$ cat config.mk
export PLATFORM = sky130hd
export DESIGN_NAME = data_mem_arbiter
export DESIGN_NICKNAME = d
export VERILOG_FILES = /design/src/rtl/mem_arb_pkg.sv /design/src/rtl/mem_arb_port_mux.sv /design/src/rtl/data_mem_arbiter.sv
export SDC_FILE = /design/constraint.sdc
export NUM_CORES = 1
export LEC_CHECK = 0
export BUFFER_PORTS_ARGS = -buffer_cell sky130_fd_sc_hd__buf_2
export CELL_PAD_IN_SITES_DETAIL_PLACEMENT = 1
export CELL_PAD_IN_SITES_GLOBAL_PLACEMENT = 1
export CORE_MARGIN = 2
export CORE_UTILIZATION = 33
export DETAILED_ROUTE_END_ITERATION = 6
export MAX_ROUTING_LAYER = met4
export PLACE_DENSITY_LB_ADDON = 0.1
export SYNTH_ARGS = -nofsm -noshare
export SYNTH_HDL_FRONTEND = slang
export SYNTH_HIERARCHICAL = 1
export SYNTH_SLANG_ARGS = --single-unit
$ cat constraint.sdc
create_clock -name clk -period 6.19 [get_ports clk]
set_clock_uncertainty 0.05 [all_clocks]
set_input_delay 1.238 -clock clk [delete_from_list [all_inputs] [get_ports clk]]
set_output_delay 1.238 -clock clk [all_outputs]
set_load 0.01 [all_outputs]
$ cat src/rtl/mem_arb_pkg.sv
// Shared types and constants for the two-port data memory arbiter.
package mem_arb_pkg;

  // Arbiter ownership states; encoding is fixed so gnt decodes directly.
  typedef enum logic [1:0] {
    ST_IDLE = 2'd0,
    ST_OWN0 = 2'd1,
    ST_OWN1 = 2'd2
  } arb_state_e;

  localparam logic PORT0 = 1'b0;
  localparam logic PORT1 = 1'b1;

  localparam int NUM_PORTS  = 2;
  localparam int CNT_W      = 4;
  localparam int DEF_DATA_W = 16;
  localparam int DEF_ADDR_W = 16;

endpackage

$ cat src/rtl/mem_arb_port_mux.sv
// Combinational selection of the owning port's access onto the memory pins.
module mem_arb_port_mux
  import mem_arb_pkg::*;
#(
  parameter int DATA_W = DEF_DATA_W,
  parameter int ADDR_W = DEF_ADDR_W
) (
  input  logic                              i_own_vld,
  input  logic                              i_own_sel,
  input  logic [NUM_PORTS-1:0]              i_req,
  input  logic [NUM_PORTS-1:0]              i_we,
  input  logic [NUM_PORTS-1:0][ADDR_W-1:0]  i_addr,
  input  logic [NUM_PORTS-1:0][DATA_W-1:0]  i_wdata,
  output logic [ADDR_W-1:0]                 o_addr,
  output logic [DATA_W-1:0]                 o_wdata,
  output logic                              o_we,
  output logic                              o_rd
);

  // Idle or dropped request drives an all-zero, no-enable access.
  always_comb begin
    o_addr  = '0;
    o_wdata = '0;
    o_we    = 1'b0;
    o_rd    = 1'b0;
    if (i_own_vld) begin
      o_addr  = i_addr[i_own_sel];
      o_wdata = i_wdata[i_own_sel];
      o_we    = i_req[i_own_sel] &  i_we[i_own_sel];
      o_rd    = i_req[i_own_sel] & ~i_we[i_own_sel];
    end
  end

endmodule

$ cat src/rtl/data_mem_arbiter.sv
// Round-robin arbiter sharing a single-ported data memory between two
// requesters, with bounded lock bursts and registered per-port read return.
module data_mem_arbiter
  import mem_arb_pkg::*;
#(
  parameter int DATA_W   = DEF_DATA_W,
  parameter int ADDR_W   = DEF_ADDR_W,
  parameter int LOCK_MAX = 4
) (
  input  logic              clk,
  input  logic              rst_n,
  input  logic              req0,
  input  logic              req1,
  input  logic              we0,
  input  logic              we1,
  input  logic              lock0,
  input  logic              lock1,
  input  logic [ADDR_W-1:0] addr0,
  input  logic [ADDR_W-1:0] addr1,
  input  logic [DATA_W-1:0] wdata0,
  input  logic [DATA_W-1:0] wdata1,
  output logic              gnt0,
  output logic              gnt1,
  output logic              rvalid0,
  output logic              rvalid1,
  output logic [DATA_W-1:0] rdata0,
  output logic [DATA_W-1:0] rdata1,
  output logic [ADDR_W-1:0] mem_access_addr,
  output logic [DATA_W-1:0] mem_write_data,
  output logic              mem_write_en,
  output logic              mem_read,
  input  logic [DATA_W-1:0] mem_read_data
);

  localparam logic [CNT_W-1:0] LOCK_LIM = CNT_W'(LOCK_MAX - 1);

  arb_state_e                           r_state, w_state_nxt;
  logic                                 r_last, w_last_nxt;
  logic [CNT_W-1:0]                     r_lock_cnt, w_cnt_nxt;

  logic [NUM_PORTS-1:0]                 w_req, w_we, w_lock, w_gnt;
  logic [NUM_PORTS-1:0][ADDR_W-1:0]     w_addr;
  logic [NUM_PORTS-1:0][DATA_W-1:0]     w_wdata;
  logic [NUM_PORTS-1:0]                 r_rvalid;
  logic [NUM_PORTS-1:0][DATA_W-1:0]     r_rdata;

  logic                                 w_own_vld, w_own_sel;
  logic                                 w_req_own, w_lock_own, w_req_oth;
  logic                                 w_mux_we, w_mux_rd;

  assign w_req   = {req1, req0};
  assign w_we    = {we1, we0};
  assign w_lock  = {lock1, lock0};
  assign w_addr  = {addr1, addr0};
  assign w_wdata = {wdata1, wdata0};

  assign w_gnt[PORT0] = (r_state == ST_OWN0);
  assign w_gnt[PORT1] = (r_state == ST_OWN1);
  assign w_own_vld    = |w_gnt;
  assign w_own_sel    = w_gnt[PORT1];

  assign w_req_own  = w_req[w_own_sel];
  assign w_lock_own = w_lock[w_own_sel];
  assign w_req_oth  = w_req[~w_own_sel];

  mem_arb_port_mux #(
    .DATA_W (DATA_W),
    .ADDR_W (ADDR_W)
  ) u_mux (
    .i_own_vld (w_own_vld),
    .i_own_sel (w_own_sel),
    .i_req     (w_req),
    .i_we      (w_we),
    .i_addr    (w_addr),
    .i_wdata   (w_wdata),
    .o_addr    (mem_access_addr),
    .o_wdata   (mem_write_data),
    .o_we      (w_mux_we),
    .o_rd      (w_mux_rd)
  );

  // Enables are also gated by rst_n so nothing strobes memory while reset is low.
  assign mem_write_en = w_mux_we & rst_n;
  assign mem_read     = w_mux_rd & rst_n;

  assign gnt0    = w_gnt[PORT0];
  assign gnt1    = w_gnt[PORT1];
  assign rvalid0 = r_rvalid[PORT0];
  assign rvalid1 = r_rvalid[PORT1];
  assign rdata0  = r_rdata[PORT0];
  assign rdata1  = r_rdata[PORT1];

  // Next-state: round-robin from idle, prioritized hold/handoff rules when owned.
  always_comb begin
    w_state_nxt = r_state;
    w_cnt_nxt   = r_lock_cnt;
    w_last_nxt  = r_last;
    unique case (r_state)
      ST_IDLE: begin
        w_cnt_nxt = '0;
        if (req0 && req1)  w_state_nxt = r_last ? ST_OWN0 : ST_OWN1;
        else if (req0)     w_state_nxt = ST_OWN0;
        else if (req1)     w_state_nxt = ST_OWN1;
      end
      ST_OWN0, ST_OWN1: begin
        if (w_req_own) w_last_nxt = w_own_sel;
        if (w_req_own && w_lock_own && !w_req_oth) begin
          w_state_nxt = r_state;
        end else if (w_req_own && w_lock_own && (r_lock_cnt < LOCK_LIM)) begin
          w_state_nxt = r_state;
          w_cnt_nxt   = r_lock_cnt + 1'b1;
        end else if (w_req_oth) begin
          w_state_nxt = w_own_sel ? ST_OWN0 : ST_OWN1;
          w_cnt_nxt   = '0;
        end else if (w_req_own) begin
          w_state_nxt = r_state;
        end else begin
          w_state_nxt = ST_IDLE;
          w_cnt_nxt   = '0;
        end
      end
      default: begin
        w_state_nxt = ST_IDLE;
        w_cnt_nxt   = '0;
      end
    endcase
  end

  // State, last-served port and lock counter; last=1 so port 0 wins the first tie.
  always_ff @(posedge clk or negedge rst_n) begin
    if (!rst_n) begin
      r_state    <= ST_IDLE;
      r_last     <= PORT1;
      r_lock_cnt <= '0;
    end else begin
      r_state    <= w_state_nxt;
      r_last     <= w_last_nxt;
      r_lock_cnt <= w_cnt_nxt;
    end
  end

  for (genvar gi = 0; gi < NUM_PORTS; gi++) begin : g_rret
    logic w_rd_done;
    assign w_rd_done = w_gnt[gi] & w_req[gi] & ~w_we[gi];

    // Capture read data at the edge ending a read and pulse rvalid for one cycle.
    always_ff @(posedge clk or negedge rst_n) begin
      if (!rst_n) begin
        r_rvalid[gi] <= 1'b0;
        r_rdata[gi]  <= '0;
      end else begin
        r_rvalid[gi] <= w_rd_done;
        if (w_rd_done) r_rdata[gi] <= mem_read_data;
      end
    end
  end

endmodule
# == After elaboration in Yosys (flattened, before gate mapping) ==
# Cells that the tools add are included.
# op_classes
n_addsub,1
magnitude_cmp,3
eq_ne,7
mux,31
bitwise,12
n_reduce_logical,10
# ops
cell,count
$mux 16,6
$mux 4,5
$mux 2,9
$mux 1,10
$and 1x1->1,8
$ne 4x4->1 const B,2
$add 4x1->4 const B,1
$logic_and 1x1->1,4
$lt 1x2->1 const B,2
$lt 4x2->1 const B,1
$ne 2x2->1 const B,2
$not 1->1,4
$pmux 2 s2,1
$reduce_and 2->1,2
$reduce_and 4->1,1
$ne 3x3->1 const B,1
$eq 2x1->1 const B,1
$eq 2x2->1 const B,1
$logic_not 2->1,1
$reduce_or 2->1,1
$logic_not 1->1,1
# word_totals
reg_bits,41
output_inout_bits,70

# == Longest topological paths before layout ==
# logic_depth
ltp_word,8
ltp_mapped,7

# == Cells and area by module ==
# The synthesis kept the hierarchy.
# by_module_without_submodules
module,n_inst,cells_per_inst,area_per_inst_um2,seq_area_each_um2
data_mem_arbiter,1,152,1775.5,1027.2
mem_arb_port_mux,1,78,644.4,0.0

# == Worst setup path before layout ==
# Ideal clock, no wire load.
# synth_timing
kind,input-to-output
startpoint,input we0
endpoint,output mem_read
arrival_ps,1650
t_required_ps,4902
path_slack_ps,3252
path_stages,3
n_path_buf,0
path_cell_list,nand2b_1 > o21ai_0 > and2_1
# synth_between
elab_chain_cells,6
# synth_rtl
item,line_no,rtl
start: declaration,data_mem_arbiter.sv:14,"input logic we0,"
$mux 1 (implied by the code) (2 in series),mem_arb_port_mux.sv:30,o_rd = i_req[i_own_sel] & ~i_we[i_own_sel];
$not 1->1,mem_arb_port_mux.sv:30,
$and 1x1->1,mem_arb_port_mux.sv:30,
$mux 1,mem_arb_port_mux.sv:26,if (i_own_vld) begin
named net w_mux_rd,data_mem_arbiter.sv:49,"logic w_mux_we, w_mux_rd;"
$and 1x1->1,data_mem_arbiter.sv:84,assign mem_read = w_mux_rd & rst_n;
end: declaration,data_mem_arbiter.sv:31,"output logic mem_read,"
# The timed path passes the listed nets, and every way through them passes these cells. The select of a mux whose other input is x is not followed.

# == Final worst setup path ==
# layout_timing
startpoint,register r_state[0]
endpoint,output mem_write_en
# layout_between
elab_chain_cells,6
elab_cells_between_ends,10
classes_between,eq/ne (2); mux (5); bitwise (2); reduce/logical (1)
# layout_rtl
item,line_no,rtl
start: declaration,data_mem_arbiter.sv:37,"arb_state_e r_state, w_state_nxt;"
start signal: assignment,data_mem_arbiter.sv:136,r_state <= w_state_nxt;
$eq 2x2->1,data_mem_arbiter.sv:58,assign w_gnt[PORT1] = (r_state == ST_OWN1);
$mux 1 (implied by the code) (2 in series),mem_arb_port_mux.sv:29,o_we = i_req[i_own_sel] & i_we[i_own_sel];
$and 1x1->1,mem_arb_port_mux.sv:29,
$mux 1 (*),mem_arb_port_mux.sv:26,
named net w_mux_we,data_mem_arbiter.sv:49,
$and 1x1->1 (*),data_mem_arbiter.sv:83,assign mem_write_en = w_mux_we & rst_n;
end: declaration,data_mem_arbiter.sv:30,"output logic mem_write_en,"
# The timed path passes the listed nets; every way through them passes the cells marked *. The select of a mux whose other input is x is not followed.

==> results.rst <==
.. list-table::
   :header-rows: 1

   * - Metric
     - Value
   * - Synth-to-layout area growth
     - 37.4%
   * - Hold Buf Count CTS
     - 0
   * - Nature of the critical path startpoint
     - flop
   * - Synthesis Warnings
     - 6
   * - Count of fill cells added during filler insertion
     - around 900
   * - Hold crit path type
     - flop to flop
   * - Number of distinct library cells after synthesis
     - 31
   * - Cells after Synth
     - 230
   * - Placed Instance Area
     - 3220 sq um
   * - Global-route wire length before repair
     - roughly 10,000 um
   * - Starting density of the core
     - 33.7%
   * - Number of cell rows
     - 31
   * - Largest voltage drop on the vdd net
     - 200 uV
   * - Post-route cell area
     - ~3300 sq um
   * - Detailed-route vias per instance
     - 4.56
   * - Final routed wirelength across all metal layers
     - 6840 um
   * - Headroom to the max-slew limit
     - around 22%
   * - Fmax achieved
     - 266 MHz
   * - Total design power
     - 1550 uW
   * - Endpoints failing setup
     - 0
   * - Critical path peak fanout
     - 41
   * - Final layout net count
     - 476
   * - Synthesized-area fraction occupied by adder cells
     - 3.10%
   * - Share of the synthesized area in the top cell type
     - between 40 and 50%
   * - Top-level port count
     - 158
   * - Series of cell instances along the critical path
     - inv_1 > ha_2 > nand2b_1 > o21ai_0 > and2_1 > buf_2
   * - Clock period minus worst slack
     - 3.76 ns
   * - Worst EP required
     - 4.90 ns
   * - Largest net degree at the start of global routing
     - between 40 and 50
   * - Portion of netlist area occupied by mux cells
     - roughly a quarter
   * - Endpoint of the most critical register-to-register path
     - r_state[0]$_DFFE_PN0P_
   * - Post-synthesis compound-gate area fraction
     - 3.00%
   * - Peak per-stage delay on the critical path
     - 0.98 ns
   * - Post-Place Worst Slack
     - 2.52 ns
   * - Antenna cells
     - 0
   * - Die X
     - 89.6 um
   * - Clock-pin transition on the worst setup and hold timing paths
     - 0.08 ns
   * - Path length in cells of the critical path
     - 6
   * - Top post-synthesis cells by area
     - sky130_fd_sc_hd__dfrtp_1 (41%), sky130_fd_sc_hd__mux2i_1 (13%), sky130_fd_sc_hd__mux2_2 (8.8%), sky130_fd_sc_hd__nor2b_1 (8.8%), sky130_fd_sc_hd__nand2_1 (7.6%)
   * - Post-synthesis cell area
     - 2420 sq um
   * - Last element of the critical path
     - mem_write_en
   * - Overall die area
     - 8030 sq um
   * - Fraction of the yosys area taken by sequential cells
     - 42.5%
   * - First DRT Iteration DRCs
     - 18
   * - XOR/XNOR Fraction of Synth Area
     - 0%
   * - Length of the first detailed-routing pass in iterations
     - 4
   * - Mean instance size in the synthesized netlist
     - 10.5 sq um
   * - Number of antenna violations at the first check in global routing
     - 0
   * - Reg-to-reg setup timing slack
     - 3.31 ns
   * - Least-Margin Pin Slew
     - 1.17 ns
   * - Endpoint arrival time on the critical path
     - ~2.5 ns
   * - Worst setup path startpoint
     - r_state[0]$_DFFE_PN0P_
   * - Unrepaired setup endpoints after global routing
     - no
   * - Core Box Area
     - 7180 sq um
   * - Crit path setup slack, layout
     - about 2.4 ns
   * - Max Slew Vio Count
     - 0
   * - Die height
     - 89.6 um
   * - Outcome
     - finished, final reports clean
   * - Pwr Density
     - 465 nW/um^2
   * - Post-Syn Nets
     - between 300 and 400
   * - Slowest stage cell on the critical path
     - sky130_fd_sc_hd__ha_2
   * - # H-tree levels
     - 2
   * - Total DRC errors in the routed layout
     - 0
   * - Origin of the critical flop-to-flop path
     - r_state[0]$_DFFE_PN0P_
   * - Setup TNS after final layout
     - 0 ns
   * - Post-CTS Setup Repair Bufs
     - 0
   * - Clk_lat worst skew
     - about 0.29 ns
   * - Final Wtd Congestion
     - 0.722
   * - Quantity of I/O buffers inserted on ports
     - 157
   * - Global route total overflow
     - 0
   * - Fraction of final layout cells sized beyond drive strength 1
     - 50.4%
   * - Cell type contributing the most total cell area after synthesis
     - sky130_fd_sc_hd__dfrtp_1
   * - Number of cells on the worst reg-to-reg path
     - 6
   * - Max-capacitance violation count
     - 0
   * - Clock sink count
     - 41
   * - Cells resized by post-CTS repair
     - 0
   * - Total global-route track usage
     - 17.2%
   * - Flop and latch count out of synthesis
     - between 40 and 50
   * - Basic-gate share of the synthesized area counting and, or, nand and nor cells
     - 22.3%
   * - CP Capture Type
     - output pin
   * - Post-detailed-route count of antenna-violating nets
     - 0
   * - Layout Utilization
     - around 46%
   * - Half-perimeter wire length of the detailed placement result
     - 5240 um
   * - Tcrit/Tclk final
     - 60.7%
   * - Leakage component of the power
     - roughly 0.0018 uW
   * - Vias in the first global route
     - 2,154
   * - Routed wirelength normalized by instance count
     - around 14 um
   * - Crit path buf inv count
     - 2
   * - Gate family responsible for the most delay along the worst path
     - adder cells
   * - Category of the critical setup timing path
     - flop to output pin
   * - Deepest clock path buffer count
     - 2
   * - Main combinational cell family by area after synthesis
     - multiplexers
   * - Number of buffers created by CTS
     - 5
   * - TritonCTS clock tree
     - yes
   * - Number of vias after detailed routing
     - 2,199
   * - CTS Root Cell
     - sky130_fd_sc_hd__clkbuf_8
   * - Fin. Hold Viols
     - 0
## area by class of cell
class                   count  area [sq um]  area share [%]
multi-input cells         172          1270            38.1
flip-flops and latches     41          1030            30.9
repair buffers            157           786            23.6
well taps                  99           124            3.72
clock buffers               7          96.3            2.90
inverters                   5          18.8           0.564
clock inverters             1          5.00           0.150
## routing by layer
metal / GRT usage (%) / part of all wire (%) / wire, um
met5: - / 0 / 0
met4: 4.34 / 1.0 / 70
met3: 3.29 / 9.0 / 612
met2: 30.4 / 50 / 3410
met1: 19.9 / 40 / 2740
## worst min path at each step
stage               slack (ns)                 startpoint                   endpoint  depth (start not counted)
floorplan                 0.40  r_lock_cnt[3]$_DFFE_PN0P_  r_lock_cnt[3]$_DFFE_PN0P_                          1
global placement          0.40      rdata0[8]$_DFFE_PN0P_      rdata0[8]$_DFFE_PN0P_                          2
detailed placement        0.41     rdata0[12]$_DFFE_PN0P_     rdata0[12]$_DFFE_PN0P_                          2
CTS                       0.43     rdata0[12]$_DFFE_PN0P_     rdata0[12]$_DFFE_PN0P_                          2
global route              0.46     rdata0[12]$_DFFE_PN0P_     rdata0[12]$_DFFE_PN0P_                          2
finish                    0.42     rdata0[12]$_DFFE_PN0P_     rdata0[12]$_DFFE_PN0P_                          2
## worst reg2reg max path, delay by kind of cell (launching register included)
kind	cells	cell delay (ns)
AOI/OAI and AO/OA	1	0.09
buffers and inverters	1	0.12
DFF	1	0.42
adders and majority gates	1	0.98
and+or+nand+nor	1	0.42
muxes	2	0.69
## registers in the layout, indices dropped and copies added (netlist names)
name / count
r_last: 1
r_lock_cnt: 4
r_state: 2
rdata0: 16
rdata1: 16
rvalid0: 1
rvalid1: 1
## metrics by stage
step,cells,hold slack (ns)
after global placement,474,0.404
after detailed placement,474,0.407
after floorplan,230,0.405
after global routing,482,0.457
after CTS,482,0.427
final,482,0.424
## where the power goes
part / internal (uW) / switching (uW) / total [uW] / leakage [uW]
registers: 384 / 59.1 / 443 / 0.000512
clock network: 101 / 88.9 / 190 / 0.0000542
logic: 447 / 467 / 914 / 0.00126
total: 932 / 615 / 1550 / 0.00183
## cell usage in the layout (no fill, tap or decap), types with 2 or more instances in the layout
cell type,n
sky130_fd_sc_hd__clkbuf_8,7
sky130_fd_sc_hd__nand3b_1,3
sky130_fd_sc_hd__mux2i_1,32
sky130_fd_sc_hd__mux2_2,19
sky130_fd_sc_hd__buf_2,157
sky130_fd_sc_hd__nand4b_1,2
sky130_fd_sc_hd__inv_1,4
sky130_fd_sc_hd__nor2b_1,34
sky130_fd_sc_hd__o21ai_0,4
sky130_fd_sc_hd__nand2_1,49
sky130_fd_sc_hd__nand2b_1,3
sky130_fd_sc_hd__and2_1,5
sky130_fd_sc_hd__a21oi_1,2
sky130_fd_sc_hd__dfrtp_1,40
sky130_fd_sc_hd__ha_1,5
sky130_fd_sc_hd__mux2_4,3
## cells in the mapped netlist, drive strengths merged
| master | count |
|---|---|
| nand2 | 49 |
| dfrtp | 40 |
| nor2b | 34 |
| mux2i | 32 |
| mux2 | 22 |
| buf | 7 |
| ha | 6 |
| and2 | 5 |
| clkbuf | 5 |
| inv | 4 |
| o21ai | 4 |
| nand2b | 3 |
| nand3b | 3 |
| a21oi | 2 |
| nand4b | 2 |
| a21boi | 1 |
| a22o | 1 |
| clkinv | 1 |
| dfstp | 1 |
| nand3 | 1 |
| nand4 | 1 |
| nor2 | 1 |
| nor3 | 1 |
| nor3b | 1 |
| o2111ai | 1 |
| or3b | 1 |
| or4b | 1 |
## cells by family (layout without fill, tap and decap cells)
logic type,Yosys count,after routing
AOI/OAI and AO/OA,9,9
adders and majority gates,6,6
buffers and inverters,17,170
DFF,41,41
muxes,54,54
and+or+nand+nor,103,103
(Power assumes the default switching activity.)
